[src/rtl/sram_arb_pkg.sv]
// Shared IDs, size encodings, arbiter states and request-field bundle for the SRAM request arbiter.
// Latency and backpressure are not applicable: this file holds types and constants only.
package sram_arb_pkg;

  localparam logic REQ_ID_INST = 1'b0;
  localparam logic REQ_ID_DATA = 1'b1;

  localparam logic [1:0] SIZE_BYTE = 2'd0;
  localparam logic [1:0] SIZE_HALF = 2'd1;
  localparam logic [1:0] SIZE_WORD = 2'd2;

  typedef enum logic [1:0] {
    ARB_IDLE   = 2'd0,
    ARB_LOCK_I = 2'd1,
    ARB_LOCK_D = 2'd2
  } arb_state_e;

  typedef struct packed {
    logic        wr;
    logic [1:0]  size;
    logic [3:0]  wstrb;
    logic [31:0] addr;
    logic [31:0] wdata;
  } sram_req_t;

endpackage

[src/rtl/sram_req_arbiter_if.sv]
// One SRAM-like request/response port. The master issues req and fields; the slave answers.
// The request is held until addr_ok; responses come back as data_ok/rdata with no backpressure.
interface sram_req_arbiter_if;
  logic        req;
  logic        wr;
  logic [1:0]  size;
  logic [3:0]  wstrb;
  logic [31:0] addr;
  logic [31:0] wdata;
  logic        addr_ok;
  logic        data_ok;
  logic [31:0] rdata;

  modport master (
    output req, wr, size, wstrb, addr, wdata,
    input  addr_ok, data_ok, rdata
  );

  modport slave (
    input  req, wr, size, wstrb, addr, wdata,
    output addr_ok, data_ok, rdata
  );
endinterface

[src/rtl/sram_id_fifo.sv]
// In-order FIFO of 1-bit requester IDs that tracks outstanding requests.
// The head is registered and is valid while count is non-zero; the caller must gate push on full and pop on empty.
module sram_id_fifo #(
  parameter int DEPTH = 2,
  parameter int CNT_W = 2
) (
  input  logic             clk,
  input  logic             reset,
  input  logic             push,
  input  logic             push_id,
  input  logic             pop,
  output logic             head_id,
  output logic [CNT_W-1:0] count
);

  localparam int PTR_W = (DEPTH > 1) ? $clog2(DEPTH) : 1;

  logic [DEPTH-1:0] ids_q, ids_d;
  logic [PTR_W-1:0] wr_ptr_q, wr_ptr_d;
  logic [PTR_W-1:0] rd_ptr_q, rd_ptr_d;
  logic [CNT_W-1:0] count_q, count_d;

  function automatic logic [PTR_W-1:0] next_ptr(input logic [PTR_W-1:0] p);
    next_ptr = (p == PTR_W'(DEPTH - 1)) ? '0 : p + PTR_W'(1);
  endfunction

  always_comb begin
    ids_d    = ids_q;
    wr_ptr_d = wr_ptr_q;
    rd_ptr_d = rd_ptr_q;
    count_d  = count_q;
    if (push) begin
      ids_d[wr_ptr_q] = push_id;
      wr_ptr_d        = next_ptr(wr_ptr_q);
    end
    if (pop) begin
      rd_ptr_d = next_ptr(rd_ptr_q);
    end
    // A simultaneous push and pop leaves the occupancy unchanged.
    case ({push, pop})
      2'b10:   count_d = count_q + CNT_W'(1);
      2'b01:   count_d = count_q - CNT_W'(1);
      default: count_d = count_q;
    endcase
  end

  always_ff @(posedge clk) begin
    if (reset) begin
      ids_q    <= '0;
      wr_ptr_q <= '0;
      rd_ptr_q <= '0;
      count_q  <= '0;
    end else begin
      ids_q    <= ids_d;
      wr_ptr_q <= wr_ptr_d;
      rd_ptr_q <= rd_ptr_d;
      count_q  <= count_d;
    end
  end

  assign head_id = ids_q[rd_ptr_q];
  assign count   = count_q;

endmodule

[src/rtl/sram_req_arbiter.sv]
// Shares one memory port between the IF requester and the data requester using a fixed-priority arbiter with a grant lock.
// addr_ok and data_ok are combinational (0 added cycles); issue stalls when MAX_OUTSTANDING requests are unanswered.
module sram_req_arbiter
  import sram_arb_pkg::*;
#(
  parameter int MAX_OUTSTANDING = 2,
  parameter int CNT_W           = 2
) (
  input  logic                 clk,
  input  logic                 reset,
  sram_req_arbiter_if.slave    inst_sram,
  sram_req_arbiter_if.slave    data_sram,
  sram_req_arbiter_if.master   mem
);

  arb_state_e       state_q, state_d;
  logic             rst_dly_q, rst_dly_d;
  logic             blocked;
  logic             grant_id;
  logic             granted_req;
  logic             can_issue;
  logic             mem_req;
  logic             accept;
  logic             pop;
  logic             head_id;
  logic [CNT_W-1:0] outstanding;
  sram_req_t        inst_fields;
  sram_req_t        data_fields;
  sram_req_t        mem_fields;

  assign inst_fields = '{wr: inst_sram.wr, size: inst_sram.size, wstrb: inst_sram.wstrb,
                         addr: inst_sram.addr, wdata: inst_sram.wdata};
  assign data_fields = '{wr: data_sram.wr, size: data_sram.size, wstrb: data_sram.wstrb,
                         addr: data_sram.addr, wdata: data_sram.wdata};

  always_comb begin
    state_d   = state_q;
    rst_dly_d = reset;
    // Handshakes stay quiet during reset and for one cycle after it is released.
    blocked   = reset | rst_dly_q;
    can_issue = (outstanding < CNT_W'(MAX_OUTSTANDING));

    case (state_q)
      ARB_LOCK_I: grant_id = REQ_ID_INST;
      ARB_LOCK_D: grant_id = REQ_ID_DATA;
      default:    grant_id = data_sram.req ? REQ_ID_DATA : REQ_ID_INST;
    endcase

    granted_req = (grant_id == REQ_ID_DATA) ? data_sram.req : inst_sram.req;
    mem_fields  = (grant_id == REQ_ID_DATA) ? data_fields : inst_fields;
    mem_req     = granted_req & can_issue & ~blocked;
    accept      = mem_req & mem.addr_ok;
    pop         = mem.data_ok & (outstanding != '0) & ~blocked;

    case (state_q)
      ARB_IDLE: begin
        if (granted_req && !accept) begin
          state_d = (grant_id == REQ_ID_DATA) ? ARB_LOCK_D : ARB_LOCK_I;
        end
      end
      ARB_LOCK_I, ARB_LOCK_D: begin
        if (accept) begin
          state_d = ARB_IDLE;
        end
      end
      default: state_d = ARB_IDLE;
    endcase
  end

  always_ff @(posedge clk) begin
    if (reset) begin
      state_q <= ARB_IDLE;
    end else begin
      state_q <= state_d;
    end
    rst_dly_q <= rst_dly_d;
  end

  sram_id_fifo #(
    .DEPTH (MAX_OUTSTANDING),
    .CNT_W (CNT_W)
  ) u_id_fifo (
    .clk     (clk),
    .reset   (reset),
    .push    (accept),
    .push_id (grant_id),
    .pop     (pop),
    .head_id (head_id),
    .count   (outstanding)
  );

  assign mem.req   = mem_req;
  assign mem.wr    = mem_fields.wr;
  assign mem.size  = mem_fields.size;
  assign mem.wstrb = mem_fields.wstrb;
  assign mem.addr  = mem_fields.addr;
  assign mem.wdata = mem_fields.wdata;

  assign inst_sram.addr_ok = accept & (grant_id == REQ_ID_INST);
  assign data_sram.addr_ok = accept & (grant_id == REQ_ID_DATA);
  assign inst_sram.data_ok = pop & (head_id == REQ_ID_INST);
  assign data_sram.data_ok = pop & (head_id == REQ_ID_DATA);
  assign inst_sram.rdata   = mem.rdata;
  assign data_sram.rdata   = mem.rdata;

endmodule

[src/flat_wrapper.sv]
// flat-port wrapper written by rule: the top's interface ports become plain ports
module sram_req_arbiter_flat import sram_arb_pkg::*;
#(
  parameter int MAX_OUTSTANDING = 2,
  parameter int CNT_W           = 2
)
  (clk, reset, inst_sram_req, inst_sram_wr, inst_sram_size, inst_sram_wstrb, inst_sram_addr, inst_sram_wdata, inst_sram_addr_ok, inst_sram_data_ok, inst_sram_rdata, data_sram_req, data_sram_wr, data_sram_size, data_sram_wstrb, data_sram_addr, data_sram_wdata, data_sram_addr_ok, data_sram_data_ok, data_sram_rdata, mem_req, mem_wr, mem_size, mem_wstrb, mem_addr, mem_wdata, mem_addr_ok, mem_data_ok, mem_rdata);
  sram_req_arbiter_if inst_sram_i ();
  sram_req_arbiter_if data_sram_i ();
  sram_req_arbiter_if mem_i ();
  input  logic clk;
  input  logic reset;
  input wire logic [$bits(inst_sram_i.req)-1:0] inst_sram_req;
  input wire logic [$bits(inst_sram_i.wr)-1:0] inst_sram_wr;
  input wire logic [$bits(inst_sram_i.size)-1:0] inst_sram_size;
  input wire logic [$bits(inst_sram_i.wstrb)-1:0] inst_sram_wstrb;
  input wire logic [$bits(inst_sram_i.addr)-1:0] inst_sram_addr;
  input wire logic [$bits(inst_sram_i.wdata)-1:0] inst_sram_wdata;
  output wire logic [$bits(inst_sram_i.addr_ok)-1:0] inst_sram_addr_ok;
  output wire logic [$bits(inst_sram_i.data_ok)-1:0] inst_sram_data_ok;
  output wire logic [$bits(inst_sram_i.rdata)-1:0] inst_sram_rdata;
  input wire logic [$bits(data_sram_i.req)-1:0] data_sram_req;
  input wire logic [$bits(data_sram_i.wr)-1:0] data_sram_wr;
  input wire logic [$bits(data_sram_i.size)-1:0] data_sram_size;
  input wire logic [$bits(data_sram_i.wstrb)-1:0] data_sram_wstrb;
  input wire logic [$bits(data_sram_i.addr)-1:0] data_sram_addr;
  input wire logic [$bits(data_sram_i.wdata)-1:0] data_sram_wdata;
  output wire logic [$bits(data_sram_i.addr_ok)-1:0] data_sram_addr_ok;
  output wire logic [$bits(data_sram_i.data_ok)-1:0] data_sram_data_ok;
  output wire logic [$bits(data_sram_i.rdata)-1:0] data_sram_rdata;
  output wire logic [$bits(mem_i.req)-1:0] mem_req;
  output wire logic [$bits(mem_i.wr)-1:0] mem_wr;
  output wire logic [$bits(mem_i.size)-1:0] mem_size;
  output wire logic [$bits(mem_i.wstrb)-1:0] mem_wstrb;
  output wire logic [$bits(mem_i.addr)-1:0] mem_addr;
  output wire logic [$bits(mem_i.wdata)-1:0] mem_wdata;
  input wire logic [$bits(mem_i.addr_ok)-1:0] mem_addr_ok;
  input wire logic [$bits(mem_i.data_ok)-1:0] mem_data_ok;
  input wire logic [$bits(mem_i.rdata)-1:0] mem_rdata;
  assign inst_sram_i.req = inst_sram_req;
  assign inst_sram_i.wr = inst_sram_wr;
  assign inst_sram_i.size = inst_sram_size;
  assign inst_sram_i.wstrb = inst_sram_wstrb;
  assign inst_sram_i.addr = inst_sram_addr;
  assign inst_sram_i.wdata = inst_sram_wdata;
  assign inst_sram_addr_ok = inst_sram_i.addr_ok;
  assign inst_sram_data_ok = inst_sram_i.data_ok;
  assign inst_sram_rdata = inst_sram_i.rdata;
  assign data_sram_i.req = data_sram_req;
  assign data_sram_i.wr = data_sram_wr;
  assign data_sram_i.size = data_sram_size;
  assign data_sram_i.wstrb = data_sram_wstrb;
  assign data_sram_i.addr = data_sram_addr;
  assign data_sram_i.wdata = data_sram_wdata;
  assign data_sram_addr_ok = data_sram_i.addr_ok;
  assign data_sram_data_ok = data_sram_i.data_ok;
  assign data_sram_rdata = data_sram_i.rdata;
  assign mem_req = mem_i.req;
  assign mem_wr = mem_i.wr;
  assign mem_size = mem_i.size;
  assign mem_wstrb = mem_i.wstrb;
  assign mem_addr = mem_i.addr;
  assign mem_wdata = mem_i.wdata;
  assign mem_i.addr_ok = mem_addr_ok;
  assign mem_i.data_ok = mem_data_ok;
  assign mem_i.rdata = mem_rdata;
  sram_req_arbiter #(.MAX_OUTSTANDING(MAX_OUTSTANDING), .CNT_W(CNT_W)) u_core (.clk(clk), .reset(reset), .inst_sram(inst_sram_i), .data_sram(data_sram_i), .mem(mem_i));
endmodule
[config.mk]
export PLATFORM = sky130hd
export DESIGN_NAME = sram_req_arbiter_flat
export DESIGN_NICKNAME = d
export VERILOG_FILES = /design/src/rtl/sram_arb_pkg.sv /design/src/rtl/sram_req_arbiter_if.sv /design/src/rtl/sram_id_fifo.sv /design/src/rtl/sram_req_arbiter.sv /design/src/flat_wrapper.sv
export SDC_FILE = /design/constraint.sdc
export NUM_CORES = 1
export LEC_CHECK = 0
export ABC_AREA = 1
export BUFFER_PORTS_ARGS = -buffer_cell sky130_fd_sc_hd__buf_2
export CORE_AREA = 8 8 117 119
export DETAILED_ROUTE_END_ITERATION = 10
export DIE_AREA = 0 0 125 127
export SLEW_MARGIN = 20
export SYNTH_ARGS = -nofsm -noshare
export SYNTH_HDL_FRONTEND = slang
export SYNTH_SLANG_ARGS = --single-unit
export TNS_END_PERCENT = 50
[constraint.sdc]
create_clock -name clk -period 2.03 [get_ports clk]
set_input_delay 0.203 -clock clk [delete_from_list [all_inputs] [get_ports clk]]
set_output_delay 0.203 -clock clk [all_outputs]
set_load 0.02 [all_outputs]
# Yosys cells after proc, flatten, opt, wreduce, memory -nomap -nowiden
# Cells that the tools add are included.
[totals]
ff_bits = 9
latch_bits = 0
ramBits = 0
rom_bits = 0
inputBits = 180
out_inout_bits = 140
wordCells = 57
n_memories = 0
[classes]
n_addsub = 4
n_mul = 0
n_div = 0
n_lt_le_gt_ge = 4
eq_ne = 6
shifts = 0
muxes = 16
bitwise = 13
n_reduce_logical = 8
[ops]
columns = ["op", "n"]
rows = [
  ["71-bit 2-to-1 mux", 1],
  ["1-bit AND", 9],
  ["2-bit one-hot mux with 2 select lines", 2],
  ["1-bit 2-to-1 mux", 7],
  ["2-bit 2-to-1 mux", 3],
  ["2-bit by 1-bit equality test with 1-bit output, second input constant", 2],
  ["2-bit equality test, second input constant", 2],
  ["1-bit by 2-bit < comparator with 1-bit output, second input constant", 2],
  ["2-bit by 1-bit != test with 1-bit output, second input constant", 2],
  ["2-bit nonzero test", 2],
  ["1-bit NOT", 3],
  ["1-bit adder, second input constant", 2],
  ["2-bit by 1-bit adder with 2-bit output, second input constant", 1],
  ["2-bit bitwise mux", 1],
  ["1-bit logical AND", 2],
  ["2-bit logical NOT", 1],
  ["2-bit < comparator, second input constant", 1],
  ["1-bit one-hot mux with 2 select lines", 1],
  ["2-bit AND reduction", 1],
  ["2-bit OR reduction", 1],
  ["2-bit by 1-bit subtractor with 2-bit output, second input constant", 1],
  ["1-bit demux with 1-bit select", 1],
  ["1-bit greater-or-equal comparator, second input constant", 1],
  ["1-bit logical NOT", 1],
  ["1-bit bitwise OR", 1],
]

# Depth between registers and ports, before layout
[logic_depth]
ltp_word = 10
mapped_depth = 12
ltp_nobuf = 12

# Cells and area by module
# Synthesis repeated with hierarchy kept, for this count alone.
[unflattened]
cells_unflattened = 376
area_unflattened_um2 = 1904.3
[modules_own_cells]
columns = ["mod", "instances", "cells_each", "area_each_um2", "seq_area_each_um2"]
rows = [
  ["sram_req_arbiter", 1, 339, 1636.6, 60.1],
  ["sram_id_fifo", 1, 37, 267.8, 120.1],
]

# Least setup slack after synthesis
# No wires, ideal clock.
[synth_timing]
path_kind = "register to register"
start = "reg u_core.state_q[1]"
end = "reg u_core.u_id_fifo.count_q[1] (netlist: u_core.u_id_fifo.count[1])"
setup_time_ns = 0.122
arrival_time_ns = 1.725
t_required_ns = 1.908
slack_ns = 0.183
path_stages_with_launch = 13
n_path_buf = 0
synth_period_minus_slack_ns = 1.847
path_cell_list = "dfxtp_1 > inv_1 > ha_1 > inv_1 > nand2_1 > nand3_1 > nand2_2 > nand3_4 > ha_1 > a21oi_1 > o21ai_0 > o21ai_0 > a21oi_1"
[synth_via]
elab_chain_len = 8
word_cells_on_any_way = 11
classes_between = "eq/ne: 4; mux: 3; bitwise: 3; reduce/logical: 1"
[synth_lines]
columns = ["item", "line", "rtl"]
rows = [
  ["start, declared", "sram_req_arbiter.sv:16", "arb_state_e state_q, state_d;"],
  ["start signal, assigned", "sram_req_arbiter.sv:74", "state_q <= state_d;"],
  ["2-bit equality test / 2-bit by 1-bit equality test with 1-bit output (equally long branches)", "sram_req_arbiter.sv:43", "case (state_q)"],
  ["1-bit one-hot mux with 2 select lines (*)", "sram_req_arbiter.sv:43", ""],
  ["1-bit 2-to-1 mux (*)", "sram_req_arbiter.sv:49", "granted_req = (grant_id == REQ_ID_DATA) ? data_sram.req : inst_sram.req;"],
  ["1-bit AND (*) (2 in series)", "sram_req_arbiter.sv:51", "mem_req = granted_req & can_issue & ~blocked;"],
  ["1-bit AND (*)", "sram_req_arbiter.sv:52", "accept = mem_req & mem.addr_ok;"],
  ["2-bit by 1-bit equality test with 1-bit output / 2-bit equality test (equally long branches)", "sram_id_fifo.sv:40", "case ({push, pop})"],
  ["2-bit one-hot mux with 2 select lines / 2-bit nonzero test (equally long branches)", "-", ""],
  ["end signal, assigned", "sram_id_fifo.sv:57", "count_q <= count_d;"],
  ["end, declared", "sram_id_fifo.sv:21", "logic [CNT_W-1:0] count_q, count_d;"],
]
# Mark *: on every way between the ends. The rest lies on a longest branch, timed or not.
# A chain may end at the register's enable or synchronous reset.

# Worst setup path after layout
[layout_timing]
start = "reg u_core.state_q[0]"
end = "out mem_addr[21]"
[layout_via]
elab_chain_len = 3
word_cells_on_any_way = 4
classes_between = "eq/ne: 2; mux: 2"
[layout_lines]
columns = ["item", "line", "rtl"]
rows = [
  ["2-bit equality test / 2-bit by 1-bit equality test with 1-bit output (equally long branches)", "sram_req_arbiter.sv:43", ""],
  ["1-bit one-hot mux with 2 select lines (*)", "sram_req_arbiter.sv:43", ""],
  ["71-bit 2-to-1 mux (*)", "sram_req_arbiter.sv:50", "mem_fields = (grant_id == REQ_ID_DATA) ? data_fields : inst_fields;"],
  ["end, declared", "flat_wrapper.sv:35", "output wire logic [$bits(mem_i.addr)-1:0] mem_addr;"],
]
# Marks and branches as above.

==> qor.csv <==
metric,value,unit
routedWlPerCell,14.2,um
chipWidth,125,um
pwr-share-comb,84.6,%
synthSimpleGateAreaFrac,50.1,%
drt-total-wl,9520,um
setup-violations-final,0,
grt_use_total,10.6,%
cp_data_required_time,1.83,ns
synth_compound_area_share,5.12,%
r2r_cells,12,
vias,2595,
peakVddDrop,0.626,mV
synth_area,0.00188,mm2
finalClockSkew,0.00383,ns
rows,40,
synthesis.nets,550,
critical_path.top_delay_family,buffers and inverters,
ys_ff_latch,9,
critPathMaxStageDelay,0.33,ns
cts_max_level,1,
cp.depth,9,
synthTopCellsByArea,"nand2_1 (46%), buf_4 (28%), dfxtp_1 (9.6%)",
num-fill-cells,1363,
yosys.area.top_type,nand2_1,
grt_max_degree,38,
cts_setup_buffers,0,
synth.avg_cell_area,5.13,um2
synth_top_area_share,45.6,%
status,finished clean,
syn_to_final_growth,54.5,%
maxCapViolCount,0,
layout-drive-gt1-share,47.6,%
cp_num_buf_inv,4,
layout_common_cells,"nand2_1 (225), buf_2 (215), inv_1 (11)",
max_freq,524,MHz
dieArea,0.0159,mm2
power.switching,2100,uW
critical-path-slowest-cell,dfxtp_1,
hold_class,input port to flip-flop,
clockRootBuffer,clkbuf_16,
period_share,94.1,%
rsz0062_at_grt,true,
die_h,127,um
fin_tns_setup,0,ns
yosys_warnings,0,
relSlewSlack,86.1,%
syn_inst,367,
antenna_found_initial,0,
cts_tree,built,
grt_pass1_vias,2453,
drv_slew,0,
globalplace.congestion,0.810,
drt_iter0_markers,153,
n_antenna_cell,0,
cts_sinks,9,
grt_pass1_wl,13700,um
core,0.0118,mm2
cts_buffers,3,
power_frac_seq,5.8,%
initial_core_util,15.9,%
period_needed,1.91,ns
path_cells,inv_2 > ha_4 > inv_2 > nand2_2 > nand2_4 > buf_12 > nand2_1 > nand2_2 > buf_4,
dp_cells,664,
final_common_cell,nand2_1,
ios,320,
worstHoldPathCells,1,
critical_path_class,flip-flop to output pin,
leakage,0.00189,uW
cts_buffer_depth,2,
cp_data_arrival_time,1.71,ns
final_cell_count_no_fill,670,
ctsHoldBuffers,0,
power.density,1260,mW/mm2
clk-insertion-delay-late,0.24,ns
synth.yosys.seq_area_share,9.57,%
portBuffers,223,
clk_pin_slew,0.04,ns
start_kind,flip-flop,
final_hold_viol_count,0,
intPower,1570,uW
overflow,0,
synthDistinctLibCells,18,
synth_top_family_by_area,simple AND/OR/NAND/NOR gates,
antenna_left,0,
synthAdderAreaFrac,1.99,%
route.detailed.drc,0,
nNetsFinal,707,
clkPwrFrac,9.5,%
crit_fanout,37,
sw_frac_of_total,57.1,%
vias_per_cell,3.87,
crit_path_end_kind,output pin,
tightestPinTransition,0.207,ns
synth.area.mux_share,0,%
dp_hpwl,7880,um
first_pass_iters,4,
synth_xor_xnor_area_share,0,%
==> final timing paths <==
kind                            slack [ns]                         to                       from
worst max-delay path                  0.12               mem_addr[21]          u_core.state_q[0]
worst min-delay path                  0.16           u_core.rst_dly_q                      reset
worst max register to register        0.17  u_core.u_id_fifo.count[1]          u_core.state_q[1]
worst min register to register        0.46  u_core.u_id_fifo.ids_q[0]  u_core.u_id_fifo.ids_q[0]
==> power by group through the flow <==
stage | Clock (uW) | Sequential [uW] | Combinational (uW)
floorplan | 0 | 212 | 2020
detailed placement | 0 | 214 | 2870
CTS | 360 | 211 | 3020
global route | 368 | 217 | 3410
global placement | 0 | 213 | 2850
finish | 350 | 213 | 3110
==> final cells by class <==
type | count | area, um2 | area share (%)
well taps | 147 | 184 | 6.32
clock buffers | 3 | 75.1 | 2.58
inverters | 15 | 63.8 | 2.19
multi-input cells | 264 | 1100 | 38.0
repair buffers | 231 | 1290 | 44.5
flip-flops and latches | 9 | 181 | 6.24
clock inverters | 1 | 5.00 | 0.172
==> stage by stage <==
stage	hold slack (ns)	utilization [%]	setup slack, ns	power [uW]	area, um2
after global routing	0.167	24.6	-0.0223	3990	2910
after detailed placement	0.404	22.8	0.0805	3080	2700
after floorplan	0.231	-	0.183	2230	1880
after global placement	0.406	22.8	0.111	3070	2700
final	0.159	24.6	0.120	3670	2910
after CTS	0.156	24.1	0.0193	3590	2850
==> kinds of logic (layout without fill, tap and decap cells) <==
group                      after synthesis  count (layout)
and+or+nand+nor                        243             243
adders and majority gates                3               3
buffers and inverters                   94             250
DFF                                      9               9
AOI/OAI and AO/OA                       18              18
==> flip-flops by register name (all words and copies together), names as in the netlist <==
signal	count
u_core.rst_dly_q	1
u_core.state_q	2
u_core.u_id_fifo.wr_ptr_q	1
u_core.u_id_fifo.count	2
u_core.u_id_fifo.ids_q	2
u_core.u_id_fifo.rd_ptr_q	1
==> synthesized netlist by cell type <==
cell	n
clkbuf_1	1
o21ai_2	1
buf_4	70
nand3_1	4
a21oi_1	10
o21ai_0	6
nand2_1	229
nor2_4	1
nand4_1	1
nand2_2	1
nor2_1	6
inv_2	2
inv_1	13
nand3_4	1
ha_1	3
dfxtp_1	9
o21a_1	1
buf_2	8
==> worst reg2reg max path, stage by stage (launching register included) <==
cell and delay [ns]:
dfxtp_2 0.32, inv_1 0.06, ha_4 0.28, inv_2 0.04, nand2_2 0.08, nand3_1 0.09, nand2_2 0.11, nand3_4 0.07
ha_1 0.30, a21oi_1 0.12, o21ai_1 0.09, o21ai_1 0.13, a21oi_1 0.05
==> metal layers <==
| metal | routed length [um] | global-route usage [%] |
|---|---|---|
| met5 | 0 | 0 |
| met4 | 381 | 5.23 |
| met3 | 1060 | 4.62 |
| met2 | 4450 | 17.5 |
| met1 | 3630 | 11.4 |
==> what timing repair did <==
item	CTS	global route
gates cloned	1	1
endpoints found under the hold margin	0	0
endpoints found under the setup margin	37	57
gates resized for setup	9	19
pin swaps	1	3
(Power assumes the default switching activity.)
